<file path="src/rtl/display_scan_ctrl.sv">
// ---------------------------------------------------------------------------
// display_scan_ctrl
//
// Time-multiplexed scan controller for a 4-digit common-cathode/anode display.
// Each digit gets a slot of SCAN_DIV clock cycles. The first GUARD cycles of
// every slot are blanked so the segment lines can settle before the next
// digit is enabled (no ghosting). New 4-digit values are taken in through a
// valid/ready handshake into a shadow register and only copied to the
// visible register at a frame boundary, so a frame never shows a mix of old
// and new digits.
//
// Parameters:
//   SCAN_DIV : cycles per digit slot (4 .. 2^24-1)
//   GUARD    : blanked cycles at the start of each slot (must be < SCAN_DIV)
//
// Ports:
//   clk         : single clock, rising edge
//   reset       : synchronous, active-high reset
//   wr_valid    : a new 4-digit value is offered on wr_data
//   wr_data     : four 4-bit codes, [3:0] is digit 0 (rightmost)
//   wr_ready    : high when the shadow register is free to take a value
//   hold        : freezes the scan position (write path keeps running)
//   digit_en    : one-hot digit enable, all zero while blanked
//   digit_val   : code of the currently scanned digit for the seg7 decoder
//   frame_start : high during the first cycle of digit 0's slot
//
// Optional build macro:
//   DISPLAY_SCAN_LEADING_ZERO_BLANK_EN : blanks leading zero digits 3..1
//   for their whole slot; digit 0 is always shown.
// ---------------------------------------------------------------------------
module display_scan_ctrl #(
    parameter logic [23:0] SCAN_DIV = 24'd10_000,
    parameter logic [7:0]  GUARD    = 8'd16
) (
    input  logic        clk,
    input  logic        reset,
    input  logic        wr_valid,
    input  logic [15:0] wr_data,
    output logic        wr_ready,
    input  logic        hold,
    output logic [3:0]  digit_en,
    output logic [3:0]  digit_val,
    output logic        frame_start
);

    logic [23:0] cnt;
    logic [1:0]  idx;
    logic [15:0] disp;
    logic [15:0] shadow;
    logic        pending;

    logic        slot_end;
    logic        frame_end;
    logic        in_guard;
    logic        blank_lead;

    // The last cycle of a slot, and the last cycle of the last slot of a
    // frame. A held cycle never counts as an end, so a frozen display can
    // never swap its contents while it sits still.
    always_comb begin
        slot_end  = (cnt == (SCAN_DIV - 24'd1));
        frame_end = !hold && (idx == 2'd3) && slot_end;
        in_guard  = (cnt < {16'd0, GUARD});
    end

    // Scan position: cnt walks through one slot, idx selects the digit and
    // wraps 3 -> 0 naturally through its 2-bit width. Hold simply stops both.
    always_ff @(posedge clk) begin
        if (reset) begin
            cnt <= 24'd0;
            idx <= 2'd0;
        end else if (!hold) begin
            if (slot_end) begin
                cnt <= 24'd0;
                idx <= idx + 2'd1;
            end else begin
                cnt <= cnt + 24'd1;
            end
        end
    end

    // Write path: a value is parked in shadow and flagged pending, then moved
    // to disp at the end of a frame. The two branches can never both apply,
    // because a new value is only taken while nothing is pending; a value
    // accepted on the very boundary cycle therefore waits a full frame.
    always_ff @(posedge clk) begin
        if (reset) begin
            disp    <= 16'd0;
            shadow  <= 16'd0;
            pending <= 1'b0;
        end else if (frame_end && pending) begin
            disp    <= shadow;
            pending <= 1'b0;
        end else if (wr_valid && !pending) begin
            shadow  <= wr_data;
            pending <= 1'b1;
        end
    end

    // Leading-zero suppression: digit i is blanked when it and every digit
    // above it are zero. Digit 0 is never blanked so "0" still shows.
    always_comb begin
        blank_lead = 1'b0;
`ifdef DISPLAY_SCAN_LEADING_ZERO_BLANK_EN
        case (idx)
            2'd1:    blank_lead = (disp[15:4]  == 12'd0);
            2'd2:    blank_lead = (disp[15:8]  == 8'd0);
            2'd3:    blank_lead = (disp[15:12] == 4'd0);
            default: blank_lead = 1'b0;
        endcase
`endif
    end

    // Output decode is purely combinational from the state registers. The
    // digit code is presented even during guard cycles so the decoder has
    // settled by the time the enable turns on; codes 10..15 pass through raw.
    always_comb begin
        wr_ready    = !pending;
        digit_val   = disp[{idx, 2'b00} +: 4];
        frame_start = (idx == 2'd0) && (cnt == 24'd0);
        if (in_guard || blank_lead) begin
            digit_en = 4'b0000;
        end else begin
            digit_en = 4'b0001 << idx;
        end
    end

endmodule

</file>
<file path="config.mk">
export PLATFORM = sky130hd
export DESIGN_NAME = display_scan_ctrl
export DESIGN_NICKNAME = d
export VERILOG_FILES = /design/src/rtl/display_scan_ctrl.sv
export SDC_FILE = /design/constraint.sdc
export NUM_CORES = 1
export LEC_CHECK = 0
export CAP_MARGIN = 10
export CORE_AREA = 8 8 77 79
export CTS_CLUSTER_SIZE = 24
export DETAILED_ROUTE_END_ITERATION = 8
export DIE_AREA = 0 0 85 87
export PLACE_DENSITY = 0.88
export SYNTH_ARGS = -nofsm -noshare
export SYNTH_HDL_FRONTEND = slang
export SYNTH_SLANG_ARGS = --single-unit
</file>
<file path="constraint.sdc">
create_clock -name clk -period 3.56 [get_ports clk]
set_clock_uncertainty 0.05 [all_clocks]
set_input_delay 0.356 -clock clk [delete_from_list [all_inputs] [get_ports clk]]
set_output_delay 0.356 -clock clk [all_outputs]
set_load 0.05 [all_outputs]
</file>
==> results of run 1 <==
[per-stage QoR]
step | hold WS [ns] | cells | instance area, sq um
6_report | 0.411 | 394 | 3220
5_1_grt | 0.435 | 394 | 3220
4_1_cts | 0.412 | 394 | 3220
3_5_place_dp | 0.401 | 378 | 2990
3_3_place_gp | 0.396 | 378 | 2990
2_1_floorplan | 0.387 | 311 | 2710
[critical path, stage by stage (launching register included)]
cell                              delay [ns]
sky130_fd_sc_hd__dfxtp_1                0.38
sky130_fd_sc_hd__nor4_1                 0.42
sky130_fd_sc_hd__nand4_1                0.15
sky130_fd_sc_hd__buf_4                  0.23
sky130_fd_sc_hd__nor2_2                 0.21
sky130_fd_sc_hd__and4_1                 0.21
sky130_fd_sc_hd__clkdlybuf4s50_1        0.80
[how the worst min path moves through the flow]
stage,startpoint,end,depth (start not counted)
3_3_place_gp,shadow[2],shadow[2],2
5_1_grt,shadow[7],shadow[7],2
6_report,shadow[6],shadow[6],2
4_1_cts,shadow[10],shadow[10],2
2_1_floorplan,shadow[0],shadow[0],2
3_5_place_dp,shadow[10],shadow[10],2
[area by class of cell]
class                      instances  share of cell area (%)
sequential                        59                    36.7
clock inverter                     5                    2.60
tap                               56                    2.17
multi-input combinational        223                    43.1
clock buffer                      11                    4.70
inverter                           7                   0.816
timing repair buffer              33                    9.94
[kinds of logic (layout without fill, tap and decap cells)]
logic type      after synthesis  in the layout
simple gates                127            127
compound gates               71             71
flops                        59             59
buf+inv                      29             56
xor+xnor                     14             14
fa+ha+maj                     6              6
mux                           5              5
[flip-flops by register name (all words and copies together), names as in the netlist]
| register | count |
|---|---|
| disp | 16 |
| cnt | 24 |
| shadow | 16 |
| pending | 1 |
| idx | 2 |
[layer usage]
| layer | up-vias | GRT usage (%) | share of wire (%) |
|---|---|---|---|
| li1 | 1170 | - | - |
| met1 | 1084 | 22.0 | 48 |
| met2 | 65 | 28.7 | 45 |
| met3 | 8 | 5.47 | 5.2 |
| met4 | 0 | 9.55 | 1.8 |
| met5 | - | 0 | 0 |
[cells in the final DEF (no fill, tap or decap), types with 2 or more instances in the layout]
cell type,synthesis,final
sky130_fd_sc_hd__nand4b_1,2,2
sky130_fd_sc_hd__nand4_2,2,2
sky130_fd_sc_hd__nand2_1,37,37
sky130_fd_sc_hd__and4b_1,2,2
sky130_fd_sc_hd__bufinv_16,0,2
sky130_fd_sc_hd__nor2b_1,6,6
sky130_fd_sc_hd__o21ai_0,21,21
sky130_fd_sc_hd__and3_1,2,2
sky130_fd_sc_hd__clkbuf_8,0,11
sky130_fd_sc_hd__nor2_1,18,18
sky130_fd_sc_hd__dfxtp_1,59,59
sky130_fd_sc_hd__or3_1,4,4
sky130_fd_sc_hd__inv_1,7,7
sky130_fd_sc_hd__nand4_1,24,24
sky130_fd_sc_hd__nor4_1,5,5
sky130_fd_sc_hd__nand3_1,7,7
sky130_fd_sc_hd__or4_1,5,5
sky130_fd_sc_hd__o31ai_1,5,5
sky130_fd_sc_hd__mux4_2,4,4
sky130_fd_sc_hd__xor2_1,9,9
sky130_fd_sc_hd__and4_1,5,5
sky130_fd_sc_hd__clkinvlp_4,0,2
sky130_fd_sc_hd__a21oi_1,43,43
sky130_fd_sc_hd__xnor2_1,5,5
sky130_fd_sc_hd__nor2_2,2,2
sky130_fd_sc_hd__ha_1,6,6
sky130_fd_sc_hd__buf_4,6,4
sky130_fd_sc_hd__clkdlybuf4s50_1,0,29
[power groups by stage]
stage	logic, mW	clock network, mW	registers, mW
floorplan	0.0465	0	0.695
global placement	0.0778	0	0.697
detailed placement	0.0794	0	0.697
CTS	0.0796	0.721	0.682
global route	0.0890	0.757	0.684
finish	0.0792	0.705	0.683
==> impl_summary.md, run 1 <==
Clock network
The total setup buffers inserted after CTS is 0. The total clock buffers created by CTS is 9. For the worst-skew pair, the clock arrives at the later sink with an insertion delay of about 0.34 ns. The CTS tree is done.

The TritonCTS sink count is 59. The number of buffers on the longest clock path is 2. The quantity of hold-fixing buffers added after cts is 0. In this run, post-CTS repair resized a total of 0 instances. The root buffer cell is sky130_fd_sc_hd__clkbuf_8. The clock-pin slew on the worst setup and hold paths is roughly 0.070 ns. The number of levels the H-tree was split into is 3.

Synth
The synthesized-area fraction occupied by xor and xnor cells is under 10%. After synthesis, flip-flops and latches occupy between 40% and 50% of the total area. The number of flops mapped to enable cells by yosys is 0.

After synthesis, the share of flip-flops with an asynchronous set or reset is 0%. The post-synthesis area per instance is just under 9 sq um. The most instantiated flip-flop cell in the synthesis netlist is sky130_fd_sc_hd__dfxtp_1. The number of nets handed over by synthesis was approximately 340. Counting every instance in the synthesized netlist gives 311. Yosys attributes the largest share of cell area to sky130_fd_sc_hd__dfxtp_1, sky130_fd_sc_hd__a21oi_1, sky130_fd_sc_hd__nand4_1, sky130_fd_sc_hd__nand2_1, sky130_fd_sc_hd__o21ai_0. Of the total synthesized cell area, the portion taken by AND, OR, NAND and NOR gates is between 20% and 30%. The cell area that synthesis handed to floorplanning was roughly 2700 sq um. After synthesis, the largest family of logic cells by area is simple AND/OR/NAND/NOR gates.

The post-synthesis sequential element count is approximately 60. Of the post-synthesis cell area, the part taken by muxes is 3.69%. The area fraction of the dominant cell type after synthesis is between 40% and 50%. Yosys printed 0 warnings. The compound-gate portion of the synthesized area is a little over an eighth. The count of different cell masters after synthesis is 36.

The adder-cell area share of the yosys netlist is ~2.8%. The commonest cells after synthesis are sky130_fd_sc_hd__dfxtp_1, sky130_fd_sc_hd__a21oi_1, sky130_fd_sc_hd__nand2_1. The most numerous cell in the Yosys netlist is sky130_fd_sc_hd__dfxtp_1.

sky130_fd_sc_hd__dfxtp_1 takes more of the synthesized area than any other cell.

GRT
Global routing finished with a remaining overflow of 0. The pin count of the biggest net entering global routing is 25. The initial antenna violation count is 0. Global routing used 18.2% of the available tracks across all layers. The via count of the first global-routing pass is approximately 2,300. The global-route wire length before repair is 10,700 um.

Die
The standard-cell row count is 26. The core area is 4850 sq um. The area of the die is 7400 sq um. The count of boundary I/O pins is 30. From bottom edge to top edge, the die measures between 80 and 90 um. Measured along the x axis, the die boundary spans 85 um. For this configuration, the core starts out at a cell density of between 50% and 60%.

Critical path
The worst reg2reg path endpoint is disp[12]. The most critical setup path has its endpoint at frame_start. The largest fanout on the critical path is 20. The data arrival time of the critical path is approximately 2.7 ns. The setup slack of the most critical reg-to-reg path is 1.26 ns. The startpoint of the lowest-slack register-to-register path is idx[0].

The launching element type of the critical path is a flop. The data required time of the critical path is roughly 3.2 ns. The setup path with the least slack is of type reg -> out. The type of element capturing the critical path is an output port. The most critical setup path has its startpoint at cnt[4].

For the worst flop-to-flop path, the logic depth is 5.

Finish
0 antenna diodes ended up in the layout. The area taken by multi-input logic gates is 1390 sq um. The final layout contains about 360 nets.

In the final layout, flip-flops and latches occupy 1180 sq um. The filler cell count in the final layout is 392. From synthesis to final layout, the design area changed by 18.9%. The share of post-route cells with drive strength above 1 is under 10%.

The utilization of the core after routing is between 60% and 70%.

Power and ir drop
The cell leakage power is ~1.1 nW. The power density over cell area is roughly 460 nW/um^2. The completed layout was analyzed and its total power is roughly 1.5 mW. Internal power comes to about 1.1 mW. The switching component of the power is about 0.32 mW.

The proportion of total power due to net switching is a little over a fifth. The clock network burns 48.1% of the power. Sequential cells burn a little under half of the power. The worst-case vdd ir drop is roughly 380 uV.

The fraction of power consumed by combinational cells is 5.4%.

Routing
The number of nets with antenna violations after detailed routing is 0. The final routed DRC violation total is 0. After the first detailed-routing iteration, the DRC count stood at 156. The total routed wirelength is between 6000 and 7000 um. Using the TritonRoute via totals, the vias-per-cell ratio works out to between 5 and 6. Before antenna repair, the detailed router went through 4 iterations. In the final routed layout, each cell accounts on average for ~15 um. The final route contains around 2,300 vias.

Timing
Derived from the worst setup path, the maximum achievable clock frequency is approximately 0.32 GHz. At the pin with the least slew margin, the transition time is slightly above 0.9 ns. Dividing the final minimum period by the clock period gives roughly nine tenths.

The count of pins over their slew limit came to 0. The worst slew margin relative to its limit is 38.4%. Setup repair after global routing left no endpoint under its margin.

The clock period could shrink to 3.14 ns. The total of endpoints with negative setup slack in the final report is 0. The number of hold violations in the final report is 0.

For the final routed database, the setup TNS stands at 0 ns. Setup slack on the critical path of the routed design comes to about 0.42 ns.

Placement
Input and output buffers added on the ports amount to 29. The detailed placement HPWL is approximately 4100 um. Routability-driven placement finished with a final weighted congestion of slightly above 0.8. Before CTS, the worst setup slack after placement is approximately 0.8 ns.

Job
The total of max-cap violations is 0.

Outcome
The flow ran to the end, and the final reports show no timing, DRC or antenna violations.

Min path
The path class of the tightest hold or removal check is reg -> reg.
Power figures use the tool's default switching activity.
==> run 2, diff against run 1 <==
--- a/config.mk
+++ b/config.mk
@@ -10,7 +10,7 @@
 export CTS_CLUSTER_SIZE = 24
 export DETAILED_ROUTE_END_ITERATION = 8
 export DIE_AREA = 0 0 85 87
-export PLACE_DENSITY = 0.88
+export PLACE_DENSITY_LB_ADDON = 0.1
 export SYNTH_ARGS = -nofsm -noshare
 export SYNTH_HDL_FRONTEND = slang
 export SYNTH_SLANG_ARGS = --single-unit
==> run 2 against run 1 <==
Against the previous run: maximum frequency grew 2.4%; critical endpoint unchanged; highest routed layer unchanged; non-clock buffer count shrank 1; combinational power shrank 1%; setup slack improved by 0.073 ns; hold slack worse by 0.0026 ns; flip-flop and latch count unchanged; core utilization down 0.80 points; clock power is 12% lower; power is 5.7% lower; final cell count shrank 0.25%; die area did not move; via count down 4.5%.
==> impl_summary.md, run 2 (synthesized netlist as in run 1, its figures left out) <==
Outcome
Result of the run: finished, final reports clean (unchanged).

Clock network
The number of buffers on the longest clock path is 2 (unchanged). The clock insertion delay at the later pin of the skew report is 0.33 ns (was 0.34 ns). The total clock buffers created by CTS was 9 (unchanged). The total setup buffers inserted after CTS is 0 (unchanged). The number of levels the H-tree was split into was 3 (unchanged).

The post-cts sizing count was 0 (unchanged). The quantity of hold-fixing buffers added after cts is 0 (unchanged). The TritonCTS sink count is 59 (unchanged). The clock-pin slew on the worst setup and hold paths was 0.07 ns (about the same). The root buffer cell is sky130_fd_sc_hd__clkbuf_8 (unchanged). The CTS tree is done (unchanged).

Timing
The worst-margin pin slew is 0.971 ns (was 0.922 ns). The count of pins over their slew limit is 0 (unchanged). The summed negative setup slack over all endpoints came to 0 ns (unchanged). RSZ-0062 raised after global routing: false (unchanged). The number of hold violations in the final report came to 0 (unchanged). The upper clock frequency limit is 0.326 GHz (was 0.318 GHz). The post-route clock period utilization was 86.2% (was 88.2%).

The total of endpoints with negative setup slack in the final report is 0 (unchanged). The shortest period the worst path allows was 3.07 ns (was 3.14 ns). The worst slew margin relative to its limit came to 35.1% (was 38.4%).

Critical path
The worst reg2reg path endpoint is cnt[10] (was disp[12]). The data required time of the critical path is 3.15 ns (about the same). The data arrival time of the critical path is 2.66 ns (was 2.73 ns). The setup slack of the most critical reg-to-reg path was 1.30 ns (was 1.26 ns). The type of the worst setup path is reg -> out (unchanged). The largest fanout on the critical path came to 20 (unchanged).

The type of element capturing the critical path is an output port (unchanged). The launching element type of the critical path is a flop (unchanged). The startpoint of the lowest-slack register-to-register path was cnt[19] (was idx[0]).

The count of cells along the worst register-to-register path is 4 (was 5).

Routing
The vias after detailed routing is 2,222 (was 2,327). The number of detailed-routing iterations run before antenna repair was 4 (unchanged). The detailed-route wire length per cell is 14.7 um (was 15.4 um). The via count normalized by instance count was 5.65 (was 5.91). The final routed DRC violation total is 0 (unchanged).

The total routed wirelength is 5770 um (was 6050 um). The starting DRC count in detailed routing is 194 (was 156). The number of nets with antenna violations after detailed routing is 0 (unchanged).

Finish
The number of antenna diodes is 0 (unchanged). Commonest cells after routing, fill and taps aside: sky130_fd_sc_hd__dfxtp_1, sky130_fd_sc_hd__a21oi_1, sky130_fd_sc_hd__nand2_1 (unchanged). The filler cell count in the final layout is 429 (was 392).

The most common cell after layout, fill and taps aside is sky130_fd_sc_hd__dfxtp_1 (unchanged). The number of flip-flops under the largest register name is 24 (unchanged). The utilization of the core after routing is 65.7% (was 66.5%).

The top register by number of flip-flops is cnt (unchanged). The share of post-route cells with drive strength above 1 was 9.20% (was 9.76%). Top Registers: cnt: 24 flops, disp: 16 flops, shadow: 16 flops (unchanged). The count of nets after finishing is 358 (was 359).

The final non-filler cell total was 393 (was 394). The relative area change from synthesis to final layout is 17.5% (was 18.9%).

Placement
The routability congestion estimate is 0.806 (was 0.810). The total of buffers placed on input and output ports is 29 (unchanged). The count of placed standard cells including taps is 377 (was 378). The detailed placement HPWL is 3870 um (was 4120 um).

Min path
The class of the worst hold path was reg -> reg (unchanged). The number of instances on the worst hold path is 2 (unchanged). The start point of the worst min-delay path is shadow[15] (was shadow[6]). The endpoint of the worst hold-timing path is shadow[15] (was shadow[6]).

Die
The die boundary height is 87 um (unchanged). The area of the die is 7400 sq um (unchanged). The count of boundary I/O pins came to 30 (unchanged). The core area is 4850 sq um (unchanged).

The width of the die came to 85 um (unchanged). The standard-cell row count is 26 (unchanged). The starting density of the core is 55.9% (unchanged).

Power and ir drop
The power density over cell area is 435 nW/um^2 (was 455 nW/um^2). The worst-case vdd ir drop was 298 uV (was 384 uV). The cell leakage power was 1.13 nW (was 1.14 nW).

GRT
The pin count of the biggest net entering global routing is 37 (was 25). The global-route wire length before repair is 9870 um (was 10,700 um). The global router's overall resource usage is 16.5% (was 18.2%). The initial antenna violation count was 0 (unchanged). The via count of the first global-routing pass is 2,098 (was 2,327). The total grt overflow is 0 (unchanged).

Job
The total of max-cap violations is 0 (unchanged).
==> run 2: per-layer routing <==
metal,vias to the layer above,GRT usage [%],wire length (um)
met3,9,4.25,372
met1,983,23.6,2980
li1,1162,-,-
met4,0,6.80,84
met2,68,22.6,2340
met5,-,0,0
==> run 2: cell type report <==
type	count	area, sq um	share of cell area (%)
inverter	7	26.3	0.825
tap	56	70.1	2.20
clock inverter	4	48.8	1.53
multi-input combinational	223	1390	43.6
timing repair buffer	32	313	9.83
sequential	59	1180	37.1
clock buffer	12	155	4.87
==> run 2: worst max-delay path: stages (launching register included) <==
cell	delay [ns]
sky130_fd_sc_hd__dfxtp_1	0.37
sky130_fd_sc_hd__nor4_1	0.40
sky130_fd_sc_hd__nand4_1	0.15
sky130_fd_sc_hd__buf_4	0.22
sky130_fd_sc_hd__nor2_2	0.20
sky130_fd_sc_hd__and4_1	0.20
sky130_fd_sc_hd__clkdlybuf4s50_1	0.79
==> run 2: how the worst max path moves through the flow <==
stage          startpoint     endpoint  slack, ns  cells after the start
2_1_floorplan     cnt[15]  frame_start       1.49                      5
3_3_place_gp      cnt[19]  frame_start       0.87                      6
3_5_place_dp      cnt[19]  frame_start       0.83                      6
4_1_cts           cnt[19]  frame_start       0.46                      6
5_1_grt           cnt[19]  frame_start       0.32                      6
6_report          cnt[15]  frame_start       0.49                      6
==> run 2: power breakdown <==
group          switching [mW]  internal (mW)  total [mW]
Sequential            0.00939          0.674       0.683
Combinational          0.0421         0.0363      0.0784
Clock                   0.261          0.361       0.622
Total                   0.313           1.07        1.38
==> run 2: metrics by stage <==
step | worst slack, ns | power [mW] | instance area, sq um | hold slack [ns]
CTS | 0.458 | 1.39 | 3180 | 0.410
detailed placement | 0.834 | 0.776 | 2980 | 0.399
finish | 0.493 | 1.38 | 3180 | 0.409
global route | 0.321 | 1.44 | 3180 | 0.424
floorplan | 1.49 | 0.741 | 2710 | 0.387
global placement | 0.874 | 0.775 | 2980 | 0.395
